$ cat config.mk
export PLATFORM = sky130hd
export DESIGN_NAME = ascon_rx_deframer
export DESIGN_NICKNAME = d
export VERILOG_FILES = /design/src/rtl/ascon_rx_deframer_pkg.sv /design/src/rtl/ascon_byte_shifter.sv /design/src/rtl/ascon_rx_deframer.sv
export SDC_FILE = /design/constraint.sdc
export NUM_CORES = 1
export LEC_CHECK = 0
export CORE_ASPECT_RATIO = 0.8
export CORE_MARGIN = 8
export CORE_UTILIZATION = 65
export CTS_CLUSTER_DIAMETER = 100
export CTS_CLUSTER_SIZE = 14
export DETAILED_ROUTE_END_ITERATION = 10
export DONT_BUFFER_PORTS = 1
export PLACE_DENSITY_LB_ADDON = 0.05
export SETUP_SLACK_MARGIN = 0.3
export SKIP_CTS_REPAIR_TIMING = 1
export SLEW_MARGIN = 0
export SYNTH_ARGS = -nofsm -noshare
export SYNTH_HDL_FRONTEND = slang
export SYNTH_HIERARCHICAL = 1
export SYNTH_SLANG_ARGS = --single-unit
$ cat constraint.sdc
create_clock -name clk -period 5.95 [get_ports clk]
set_clock_uncertainty 0.15 [all_clocks]
set_input_delay 0.595 -clock clk [delete_from_list [all_inputs] [get_ports clk]]
set_output_delay 0.595 -clock clk [all_outputs]
set_load 0.05 [all_outputs]
$ cat src/rtl/ascon_rx_deframer_pkg.sv
// Shared definitions for the ASCON receive deframer.
//   - FSM state encodings (3-bit constants)
//   - fixed nonce / tag sizes
//   - frame_bytes(): total frame length in bytes for given AD / CT widths
package ascon_rx_deframer_pkg;

  localparam int NONCE_BYTES = 16;
  localparam int TAG_BYTES   = 16;

  localparam logic [2:0] ST_RX_NONCE  = 3'd0;
  localparam logic [2:0] ST_RX_AD     = 3'd1;
  localparam logic [2:0] ST_RX_CT     = 3'd2;
  localparam logic [2:0] ST_RX_TAG    = 3'd3;
  localparam logic [2:0] ST_START     = 3'd4;
  localparam logic [2:0] ST_WAIT_DONE = 3'd5;

  function automatic int frame_bytes(input int l_bits, input int y_bits);
    return NONCE_BYTES + l_bits / 8 + y_bits / 8 + TAG_BYTES;
  endfunction

endpackage

$ cat src/rtl/ascon_byte_shifter.sv
// Field register fed a byte at a time: each load shifts the register left
// by one byte and drops din into the low byte, so the first byte received
// ends up in the MSBs once W/8 bytes have arrived.
//   clk, rst  - clock, async active-low reset (clears q)
//   load      - shift din in this cycle
//   din       - incoming byte
//   q         - field contents
module ascon_byte_shifter #(
  parameter int W = 128
) (
  input  logic         clk,
  input  logic         rst,
  input  logic         load,
  input  logic [7:0]   din,
  output logic [W-1:0] q
);

  generate
    if (W == 8) begin : g_byte
      always_ff @(posedge clk or negedge rst) begin
        if (!rst)      q <= '0;
        else if (load) q <= din;
      end
    end else begin : g_wide
      always_ff @(posedge clk or negedge rst) begin
        if (!rst)      q <= '0;
        else if (load) q <= {q[W-9:0], din};
      end
    end
  endgenerate

endmodule

$ cat src/rtl/ascon_rx_deframer.sv
// Receive-side deframer for an ASCON decryption core.
// Collects nonce | AD | CT | tag from a byte stream, launches the core with
// a one-cycle dec_start, then waits (bounded by TIMEOUT) for the core result.
//   clk, rst               - clock, async active-low reset
//   rx_data/valid/last     - byte stream in; rx_ready back-pressure out
//   nonce/associated_data/cipher_text/tag - assembled fields, first byte MSB
//   dec_start              - launch pulse to the core
//   decryption_done, message_authenticated - core result
//   auth_valid, auth_pass  - result pulse / latched pass flag
//   frame_err              - pulse on bad rx_last placement or core timeout
module ascon_rx_deframer
  import ascon_rx_deframer_pkg::*;
#(
  parameter int L       = 40,
  parameter int Y       = 40,
  parameter int TIMEOUT = 255
) (
  input  logic           clk,
  input  logic           rst,
  input  logic [7:0]     rx_data,
  input  logic           rx_valid,
  input  logic           rx_last,
  output logic           rx_ready,
  output logic [127:0]   nonce,
  output logic [L-1:0]   associated_data,
  output logic [Y-1:0]   cipher_text,
  output logic [127:0]   tag,
  output logic           dec_start,
  input  logic           decryption_done,
  input  logic           message_authenticated,
  output logic           auth_valid,
  output logic           auth_pass,
  output logic           frame_err
);

  localparam int N  = frame_bytes(L, Y);
  localparam int CW = $clog2(N);
  localparam int WW = $clog2(TIMEOUT + 1);

  localparam logic [CW-1:0] IDX_NONCE_END = CW'(NONCE_BYTES - 1);
  localparam logic [CW-1:0] IDX_AD_END    = CW'(NONCE_BYTES + L/8 - 1);
  localparam logic [CW-1:0] IDX_CT_END    = CW'(NONCE_BYTES + L/8 + Y/8 - 1);
  localparam logic [CW-1:0] IDX_LAST      = CW'(N - 1);
  localparam logic [WW-1:0] WAIT_LAST     = WW'(TIMEOUT - 1);

  logic [2:0]    state;
  logic [CW-1:0] cnt;
  logic [WW-1:0] wcnt;
  logic          rx_state;
  logic          acc;
  logic          at_last;

  assign rx_state = (state == ST_RX_NONCE) || (state == ST_RX_AD) ||
                    (state == ST_RX_CT)    || (state == ST_RX_TAG);
  // Gated by the reset pin so ready is low while reset is held and rises
  // as soon as it is released.
  assign rx_ready  = rx_state & rst;
  assign acc       = rx_valid & rx_ready;
  assign at_last   = (cnt == IDX_LAST);
  assign dec_start = (state == ST_START);

  ascon_byte_shifter #(.W(128)) u_nonce (
    .clk(clk), .rst(rst), .load(acc && state == ST_RX_NONCE), .din(rx_data), .q(nonce)
  );
  ascon_byte_shifter #(.W(L)) u_ad (
    .clk(clk), .rst(rst), .load(acc && state == ST_RX_AD), .din(rx_data), .q(associated_data)
  );
  ascon_byte_shifter #(.W(Y)) u_ct (
    .clk(clk), .rst(rst), .load(acc && state == ST_RX_CT), .din(rx_data), .q(cipher_text)
  );
  ascon_byte_shifter #(.W(128)) u_tag (
    .clk(clk), .rst(rst), .load(acc && state == ST_RX_TAG), .din(rx_data), .q(tag)
  );

  always_ff @(posedge clk or negedge rst) begin
    if (!rst) begin
      state      <= ST_RX_NONCE;
      cnt        <= '0;
      wcnt       <= '0;
      auth_valid <= 1'b0;
      auth_pass  <= 1'b0;
      frame_err  <= 1'b0;
    end else begin
      auth_valid <= 1'b0;
      frame_err  <= 1'b0;
      case (state)
        ST_RX_NONCE, ST_RX_AD, ST_RX_CT, ST_RX_TAG: begin
          if (acc) begin
            // rx_last must coincide exactly with the final byte index.
            if (rx_last != at_last) begin
              frame_err <= 1'b1;
              state     <= ST_RX_NONCE;
              cnt       <= '0;
            end else if (at_last) begin
              state <= ST_START;
              cnt   <= '0;
            end else begin
              cnt <= cnt + 1'b1;
              if (cnt == IDX_NONCE_END)   state <= ST_RX_AD;
              else if (cnt == IDX_AD_END) state <= ST_RX_CT;
              else if (cnt == IDX_CT_END) state <= ST_RX_TAG;
            end
          end
        end
        ST_START: begin
          state <= ST_WAIT_DONE;
          wcnt  <= '0;
        end
        ST_WAIT_DONE: begin
          // A done arriving in the final allowed wait cycle still wins.
          if (decryption_done) begin
            auth_pass  <= message_authenticated;
            auth_valid <= 1'b1;
            state      <= ST_RX_NONCE;
          end else if (wcnt == WAIT_LAST) begin
            frame_err <= 1'b1;
            state     <= ST_RX_NONCE;
          end else begin
            wcnt <= wcnt + 1'b1;
          end
        end
        default: state <= ST_RX_NONCE;
      endcase
    end
  end

endmodule

==> reports/metrics.csv, run 1 <==
metric,value,unit
via/cell ratio,6.12,
initial antenna violation count,0,
Die Ht,147,um
syn_area_per_cell,16.5,um2
CP startpoint kind,register,
vias,6816,
Crit path largest cell delay,700,ps
outcome,"finished, violations left",
sequential-to-total area share from yosys stat,63.9,%
Worst-Margin Slew,1050,ps
Reg-to-Reg Start,state[2],
Max-Cap Viols,0,
area of the die,0.0264,mm2
number of library cell types mapped by synthesis,47,
root buf cell,clkbuf_16,
post-route ant nets,0,
Comb power frac,10.0,%
RSZ-0062 raised after global routing,false,
Die W,180,um
HPWL after detailed placement,21100,um
cell family contributing the most delay on the critical path,simple AND/OR/NAND/NOR gates,
Yosys top cell area share,63.9,%
final cycle utilization of the critical path,55.7,%
fmax,302,MHz
H-tree levels,1,
Final nets,860,
P_sw,3.65,mW
Leakage,7.11,nW
top post-synthesis cells by area,"dfrtp_1 64%, mux2_2 27%, buf_6 1.6%",
Seq cells post-synth,356,
Num Clock Sinks,356,
pin count of the biggest net entering global routing,359,
share of layout cells above drive strength 1,45.9,%
Layout Area Growth over Synthesis,4.78,%
Util after Layout,68.5,%
crit path from,state[2],
final WL,29400,um
PwrDens,547,mW/mm2
Clock Power Share,20.2,%
synthesized area,0.0139,mm2
synth cell count leaders,"356 x dfrtp_1, 337 x mux2_2, 20 x buf_6",
crit path cell chain,and2b_1 -> and2_1 -> and3_4 -> buf_4 -> mux2_2,
switch share,45.8,%
failing checks,hold timing,
syn nets,864,
Cell Rows,48,
"Reg clk slew, reported paths",70,ps
Worst setup EP type,register,
IO buf count,0,
routability-driven placement congestion ratio,0.852,
Crit-path slowest cell,and3_4,
Top Ports,355,
TritonCTS clock tree,done,
WS Path Type,register to register,
vias in the first global route,7011,
DRT iter0 DRCs,391,
cells after synthesis,843,
Hold Path Class,input pin to async pin,
WP buf/inv,1,
Yosys warning count,6,
Core Box Area,0.0213,mm2
Critical Path RT,6210,ps
most instantiated library cell after synthesis,dfrtp_1,
setup TNS,0,ps
"EDFF count, synth",0,
Post-synth top flop,dfrtp_1,
GRT Overall Usage,21.6,%
Starting Density,65.3,%
First-pass DRT Iterations,4,
n_diodes,0,
grt ovf,0,
# setup viols final,0,
Slew HR,29.7,%
first-pass GRT wire length,45200,um
worst vdd ir,0.000395,V
# DRC,0,
Fin. Hold Viols,356,
sequential share of power,69.7,%
async set-reset flop share out of synthesis,100,%
min Tclk post-route,3310,ps
"area leader, netlist",dfrtp_1,
Longest Clk Path Bufs,3,
detailed-route wire length per cell,26.4,um
CP Data Arrival Time,3570,ps
Hold Slack,-388,ps
worst-path fanout max,54,
Clock Latency Late Sink,540,ps
cell-internal power,4.32,mW
TritonCTS Buffers,29,
fin. max-slew vios,0,
-- power groups by stage --
| stage | clock network [mW] | registers, mW | logic (mW) |
|---|---|---|---|
| 5_1_grt | 1.74 | 5.65 | 0.869 |
| 6_report | 1.61 | 5.56 | 0.801 |
| 2_1_floorplan | 0 | 5.30 | 0.774 |
| 4_1_cts | 1.66 | 5.59 | 0.805 |
| 3_3_place_gp | 0 | 5.61 | 0.750 |
| 3_5_place_dp | 0 | 5.64 | 0.803 |
-- worst reg2reg max path, stage by stage (launching register included) --
cell and delay (ps):
dfrtp_1 460, and2b_1 540, and2_1 370, and3_4 700, buf_4 560, mux2_2 410
-- per-layer routing --
| metal | GRT usage, % | vias up | wire (um) |
|---|---|---|---|
| met5 | 0 | - | 0 |
| met4 | 5.87 | 0 | 729 |
| met3 | 9.65 | 45 | 3130 |
| met2 | 36.3 | 256 | 14600 |
| met1 | 24.9 | 3530 | 10900 |
| li1 | - | 2985 | - |
-- flip-flops by register name, summed over array words and instances, names as in the netlist --
name,count
u_nonce/q,128
u_tag/q,128
u_ct/q,40
u_ad/q,40
cnt,6
auth_valid,1
auth_pass,1
wcnt,8
state,3
frame_err,1
-- kinds of logic (layout without fill, tap and decap cells) --
| family | count (synthesis) | in the layout | synth area share, % |
|---|---|---|---|
| compound gates | 33 | 33 | 1.66 |
| flops | 356 | 356 | 63.9 |
| fa+ha+maj | 7 | 7 | 0.629 |
| mux | 342 | 342 | 27.6 |
| simple gates | 57 | 57 | 2.56 |
| buf+inv | 48 | 43 | 3.61 |
-- cell type report --
cell class,count,area (um2)
Inverter,9,33.8
Fill cell,1412,6720
Timing Repair Buffer,4,42.5
Clock buffer,29,726
Sequential cell,356,8910
Tap cell,275,344
Multi-Input combinational cell,439,4530
Clock inverter,1,8.76
-- path summary, 6_finish.rpt --
| path | end | slack [ps] | depth (start not counted) |
|---|---|---|---|
| setup / recovery | u_tag/q[105] | 2640 | 5 |
| hold / removal | u_nonce/q[104] | -390 | 0 |
| setup reg to reg | u_tag/q[105] | 2640 | 5 |
| hold reg to reg | wcnt[0] | 410 | 1 |
| max in group asynchronous | u_tag/q[53] | 5380 | 0 |
| min in group clk | u_ad/q[4] | 60 | 1 |
-- placed cells by master (no fill, tap or decap), drive strengths merged, types with 2 or more instances in the layout --
cell type / instances
nor3: 4
a21o: 3
nor2: 7
and3: 3
o21ai: 12
mux2: 337
o211ai: 3
and2b: 2
clkbuf: 29
buf: 4
nand4b: 3
ha: 7
nand2: 18
mux2i: 5
nand4: 3
inv: 10
o2bb2ai: 2
and4b: 2
a21oi: 4
dfrtp: 356
and2: 3
nand2b: 2
nand3: 7
-- stage by stage --
step	area [um2]	setup slack, ps	std cells	power [mW]
after global placement	13900	2600	1083	6.36
after CTS	14600	2670	1113	8.06
final	14600	2640	1113	7.98
after floorplan	13900	3440	843	6.07
after global routing	14600	2470	1113	8.26
after detailed placement	13900	2530	1083	6.44
Power figures use the tool's default switching activity.
==> inputs of run 2 (changes only) <==
Settings changed: CORE_UTILIZATION 65 to 63.
Clock period 5.95 ns to 3.4 ns, I/O delays scaled along.
==> reports/metrics.csv, run 2 (synthesis gave the netlist of run 1 again) <==
metric,value,unit,change
worst vdd ir,0.000745,V,+89%
Slew HR,33.3,%,+3.5 points
Hold Slack,-637,ps,-249 ps
initial antenna violation count,1,,+1
vias,7006,,+2.8%
WS Path Type,register to register,,
fin. max-slew vios,0,,unchanged
failing checks,hold timing,,
Starting Density,64.4,%,-0.91 points
DRT iter0 DRCs,511,,+31%
FILL cells,1481,,+4.9%
"commonest non-fill, non-tap cell in the layout",dfrtp_1,,
Core Box Area,0.0216,mm2,+1.4%
GRT Overall Usage,22.3,%,+0.68 points
TritonCTS clock tree,done,,
r2r setup slk,640,ps,-1990 ps
HPWL after detailed placement,22600,um,+7.1%
PwrDens,952,mW/mm2,+74%
min Tclk post-route,2760,ps,-556 ps
Die Ht,149,um,+1.4%
Leakage,7.21,nW,+1.3%
RSZ-0062 raised after global routing,false,,
worst-path fanout max,66,,+22%
setup TNS,0,ps,unchanged
Worst setup EP type,register,,
Multi-input gate area,0.00453,mm2,unchanged
most frequent cells in the layout,"356 x dfrtp_1, 337 x mux2_2, 29 x clkbuf_16",,
TritonCTS Buffers,29,,unchanged
sequential cell area,0.00891,mm2,unchanged
first-pass GRT wire length,47300,um,+4.7%
First-pass DRT Iterations,4,,unchanged
Layout Cells excl Fill,1132,,+1.7%
# DRC,0,,unchanged
routability-driven placement congestion ratio,0.818,,-4.0%
Hold Path Class,input pin to async pin,,
post-route ant nets,0,,unchanged
Final nets,878,,+2.1%
CP startpoint kind,register,,
Top Ports,355,,unchanged
Crit-path slowest cell,and3_4,,
Num Clock Sinks,356,,unchanged
fmax,363,MHz,+20%
top flop regs,"u_nonce/q x128, u_tag/q x128",,
Worst-Margin Slew,1000,ps,-49.3 ps
Cell Rows,48,,unchanged
crit path cell chain,and2b_1 -> buf_4 -> and2_1 -> and3_4 -> buf_12 -> mux2_2,,
via/cell ratio,6.19,,+1.1%
IO buf count,0,,unchanged
vias in the first global route,7332,,+4.6%
Layout Area Growth over Synthesis,6.32,%,
final cycle utilization of the critical path,81.1,%,+25 points
Critical Path RT,3660,ps,-2550 ps
Die W,182,um,+1.4%
Fin. Hold Viols,356,,unchanged
area of the die,0.0272,mm2,+2.9%
detailed-route wire length per cell,27.7,um,+5.1%
dpl cells,1090,,+0.65%
outcome,"finished, violations left",,
Crit path largest cell delay,470,ps,-230 ps
# setup viols final,0,,unchanged
grt ovf,0,,unchanged
root buf cell,clkbuf_16,,
"Reg clk slew, reported paths",60,ps,about the same
CP Data Arrival Time,3020,ps,-550 ps
Max-Cap Viols,0,,unchanged
Longest Clk Path Bufs,3,,unchanged
Clock Latency Late Sink,530,ps,about the same
share of layout cells above drive strength 1,45.8,%,-0.15 points
pin count of the biggest net entering global routing,359,,unchanged
final WL,31400,um,+6.8%
H-tree levels,1,,unchanged
[run 2: worst paths after layout]
path	start	to	cells after the start
min in group clk	decryption_done	wcnt[5]	3
setup reg to reg	state[2]	u_tag/q[71]	6
hold reg to reg	state[2]	state[1]	1
hold / removal	rst	u_ct/q[10]	0
setup / recovery	state[2]	u_tag/q[71]	6
max in group asynchronous	rst	u_tag/q[48]	0
[run 2: where the power goes]
| group | internal (mW) | total (mW) | switching, mW |
|---|---|---|---|
| registers | 5.14 | 9.78 | 4.64 |
| clock network | 1.50 | 2.85 | 1.35 |
| logic | 0.957 | 1.47 | 0.510 |
[run 2: metrics by stage]
stage          util (%)  power [mW]  hold slack [ps]  worst slack [ps]  area, um2
6_report           68.5        14.1             -637               642      14800
5_1_grt            68.5        14.6             -669               558      14800
4_1_cts            68.0        14.2             -670               691      14700
3_5_place_dp       64.6        11.4            -96.6               726      14000
3_3_place_gp       64.6        11.2            -97.2               852      14000
2_1_floorplan         -        10.6             -106              1010      13900
[run 2: cell type report]
| type | count | share of cell area [%] |
|---|---|---|
| antenna | 1 | 0.0169 |
| inverter | 9 | 0.228 |
| clock buffer | 29 | 4.90 |
| timing repair buffer | 22 | 1.72 |
| tap | 275 | 2.32 |
| multi-input combinational | 439 | 30.6 |
| sequential | 356 | 60.1 |
| clock inverter | 1 | 0.0591 |
[run 2: routing by layer]
metal,up-vias,global-route usage [%],part of all wire (%)
met5,-,0,0
met4,0,6.34,2.3
met3,53,9.86,12
met2,296,37.1,49
met1,3646,25.9,37
li1,3011,-,-
[run 2: critical path, delay by kind of cell (launching register included)]
kind | cells | cell delay (ps)
AND/OR/NAND/NOR | 3 | 1040
buffers and inverters | 2 | 550
flip-flops | 1 | 430
multiplexers | 1 | 390
==> inputs of run 3 (changes only) <==
Settings changed: CORE_UTILIZATION 63 to 57.
Clock period 3.4 ns to 2.45 ns, I/O delays scaled along.
==> reports/metrics.csv, run 3 (synthesis gave the netlist of run 1 again) <==
metric,value,unit,change
r2r setup slk,340,ps,-310 ps
post-route ant nets,0,,unchanged
detailed-route wire length per cell,26.4,um,-4.8%
RSZ-0062 raised after global routing,true,,
min Tclk post-route,2110,ps,-644 ps
HPWL after detailed placement,22500,um,-0.44%
crit path from,state[2],,
final WL,31400,um,about the same
WS Path Type,register to register,,
root buf cell,clkbuf_16,,
Num Clock Sinks,356,,unchanged
vias in the first global route,7287,,-0.61%
# setup viols final,0,,unchanged
PwrDens,1300,mW/mm2,+36%
Critical Path RT,2710,ps,-950 ps
first-pass GRT wire length,47300,um,about the same
grt ovf,0,,unchanged
Leakage,7.29,nW,+1.1%
# DRC,0,,unchanged
IO buf count,0,,unchanged
"Reg clk slew, reported paths",70,ps,about the same
initial antenna violation count,3,,+2
Hold Path Class,input pin to async pin,,
outcome,"finished, violations left",,
First-pass DRT Iterations,4,,unchanged
Crit path largest cell delay,440,ps,-30 ps
Worst R2R End,u_ct/q[36],,
GRT Overall Usage,20.2,%,-2.0 points
cell family contributing the most delay on the critical path,simple AND/OR/NAND/NOR gates,,
TritonCTS Buffers,29,,unchanged
CP startpoint kind,register,,
Levels on crit path,6,,unchanged
Fin. Hold Viols,356,,unchanged
"commonest non-fill, non-tap cell in the layout",dfrtp_1,,
pin count of the biggest net entering global routing,359,,unchanged
vias,7094,,+1.3%
share of layout cells above drive strength 1,47.2,%,+1.4 points
setup ws final,335,ps,-306 ps
area of the die,0.0297,mm2,+9.5%
via/cell ratio,5.96,,-3.7%
Crit-path slowest cell,dfrtp_2,,
fmax,473,MHz,+30%
Die Ht,156,um,+4.6%
DRT iter0 DRCs,396,,-23%
Clock Latency Late Sink,540,ps,about the same
Layout Area Growth over Synthesis,8.06,%,
Core Box Area,0.0242,mm2,+12%
Die W,191,um,+4.7%
worst vdd ir,0.000959,V,+29%
Slew HR,48.9,%,+16 points
routability-driven placement congestion ratio,0.797,,-2.6%
setup TNS,0,ps,unchanged
WP buf/inv,2,,unchanged
TritonCTS clock tree,done,,
pre-CTS WS,345,ps,-381 ps
Top Ports,355,,unchanged
Max-Cap Viols,0,,unchanged
Cell Rows,51,,+6.3%
worst setup path end,u_ct/q[36],,
failing checks,hold timing,,
crit path cell chain,and2b_4 -> and2_1 -> buf_4 -> and3_2 -> clkbuf_16 -> mux2_2,,
Longest Clk Path Bufs,3,,unchanged
H-tree levels,1,,unchanged
Worst-Margin Slew,767,ps,-234 ps
most frequent cells in the layout,"355 x dfrtp_1, 337 x mux2_2, 30 x clkbuf_16",,
final cycle utilization of the critical path,86.3,%,+5.2 points
Starting Density,57.6,%,-6.8 points
Reg-to-Reg Start,state[2],,
Final nets,890,,+1.4%
Hold Slack,-738,ps,-101 ps
FILL cells,1736,,+17%
worst-path fanout max,20,,-70%
top flop regs,"u_nonce/q x128, u_tag/q x128",,
worst reg-to-reg path cell count,6,,unchanged
fin. max-slew vios,0,,unchanged
CP Data Arrival Time,2380,ps,-640 ps
Worst setup EP type,register,,
==> run 3: worst min path at each step <==
stage	from	end	slack (ps)	cells after the start
6_report	rst	u_ct/q[21]	-740	0
5_1_grt	rst	u_ad/q[5]	-770	0
4_1_cts	rst	u_ad/q[5]	-770	0
3_5_place_dp	rst	u_ad/q[5]	-190	0
3_3_place_gp	rst	u_ct/q[13]	-190	0
2_1_floorplan	rst	auth_pass	-200	0
==> run 3: area by class of cell <==
cell class	instances	area [um2]	share of cell area, %
inverters	9	33.8	0.224
flip-flops and latches	356	8910	59.2
clock inverters	1	8.76	0.0582
clock buffers	29	726	4.82
repair buffers	34	403	2.68
diodes	4	10.0	0.0665
well taps	318	398	2.64
multi-input cells	439	4570	30.3
==> run 3: power breakdown <==
group	internal (mW)	switching (mW)
clock network	2.08	1.87
logic	1.36	0.699
registers	7.13	6.41
total	10.6	8.98
==> run 3: routing by layer <==
| layer | global-route usage [%] | wire (um) |
|---|---|---|
| met1 | 24.2 | 11700 |
| met5 | 0 | 0 |
| met4 | 4.72 | 596 |
| met2 | 32.5 | 15200 |
| met3 | 9.79 | 3890 |
==> run 3: metrics by stage <==
| step | cells | total power, mW | hold WS, ps | instance area (um2) | util, % |
|---|---|---|---|---|---|
| 2_1_floorplan | 843 | 14.7 | -201 | 13900 | - |
| 3_3_place_gp | 1136 | 15.6 | -189 | 14100 | 58.2 |
| 3_5_place_dp | 1136 | 15.7 | -191 | 14100 | 58.2 |
| 4_1_cts | 1166 | 19.7 | -774 | 14800 | 61.3 |
| 5_1_grt | 1189 | 20.3 | -773 | 15100 | 62.2 |
| 6_report | 1190 | 19.6 | -738 | 15100 | 62.3 |
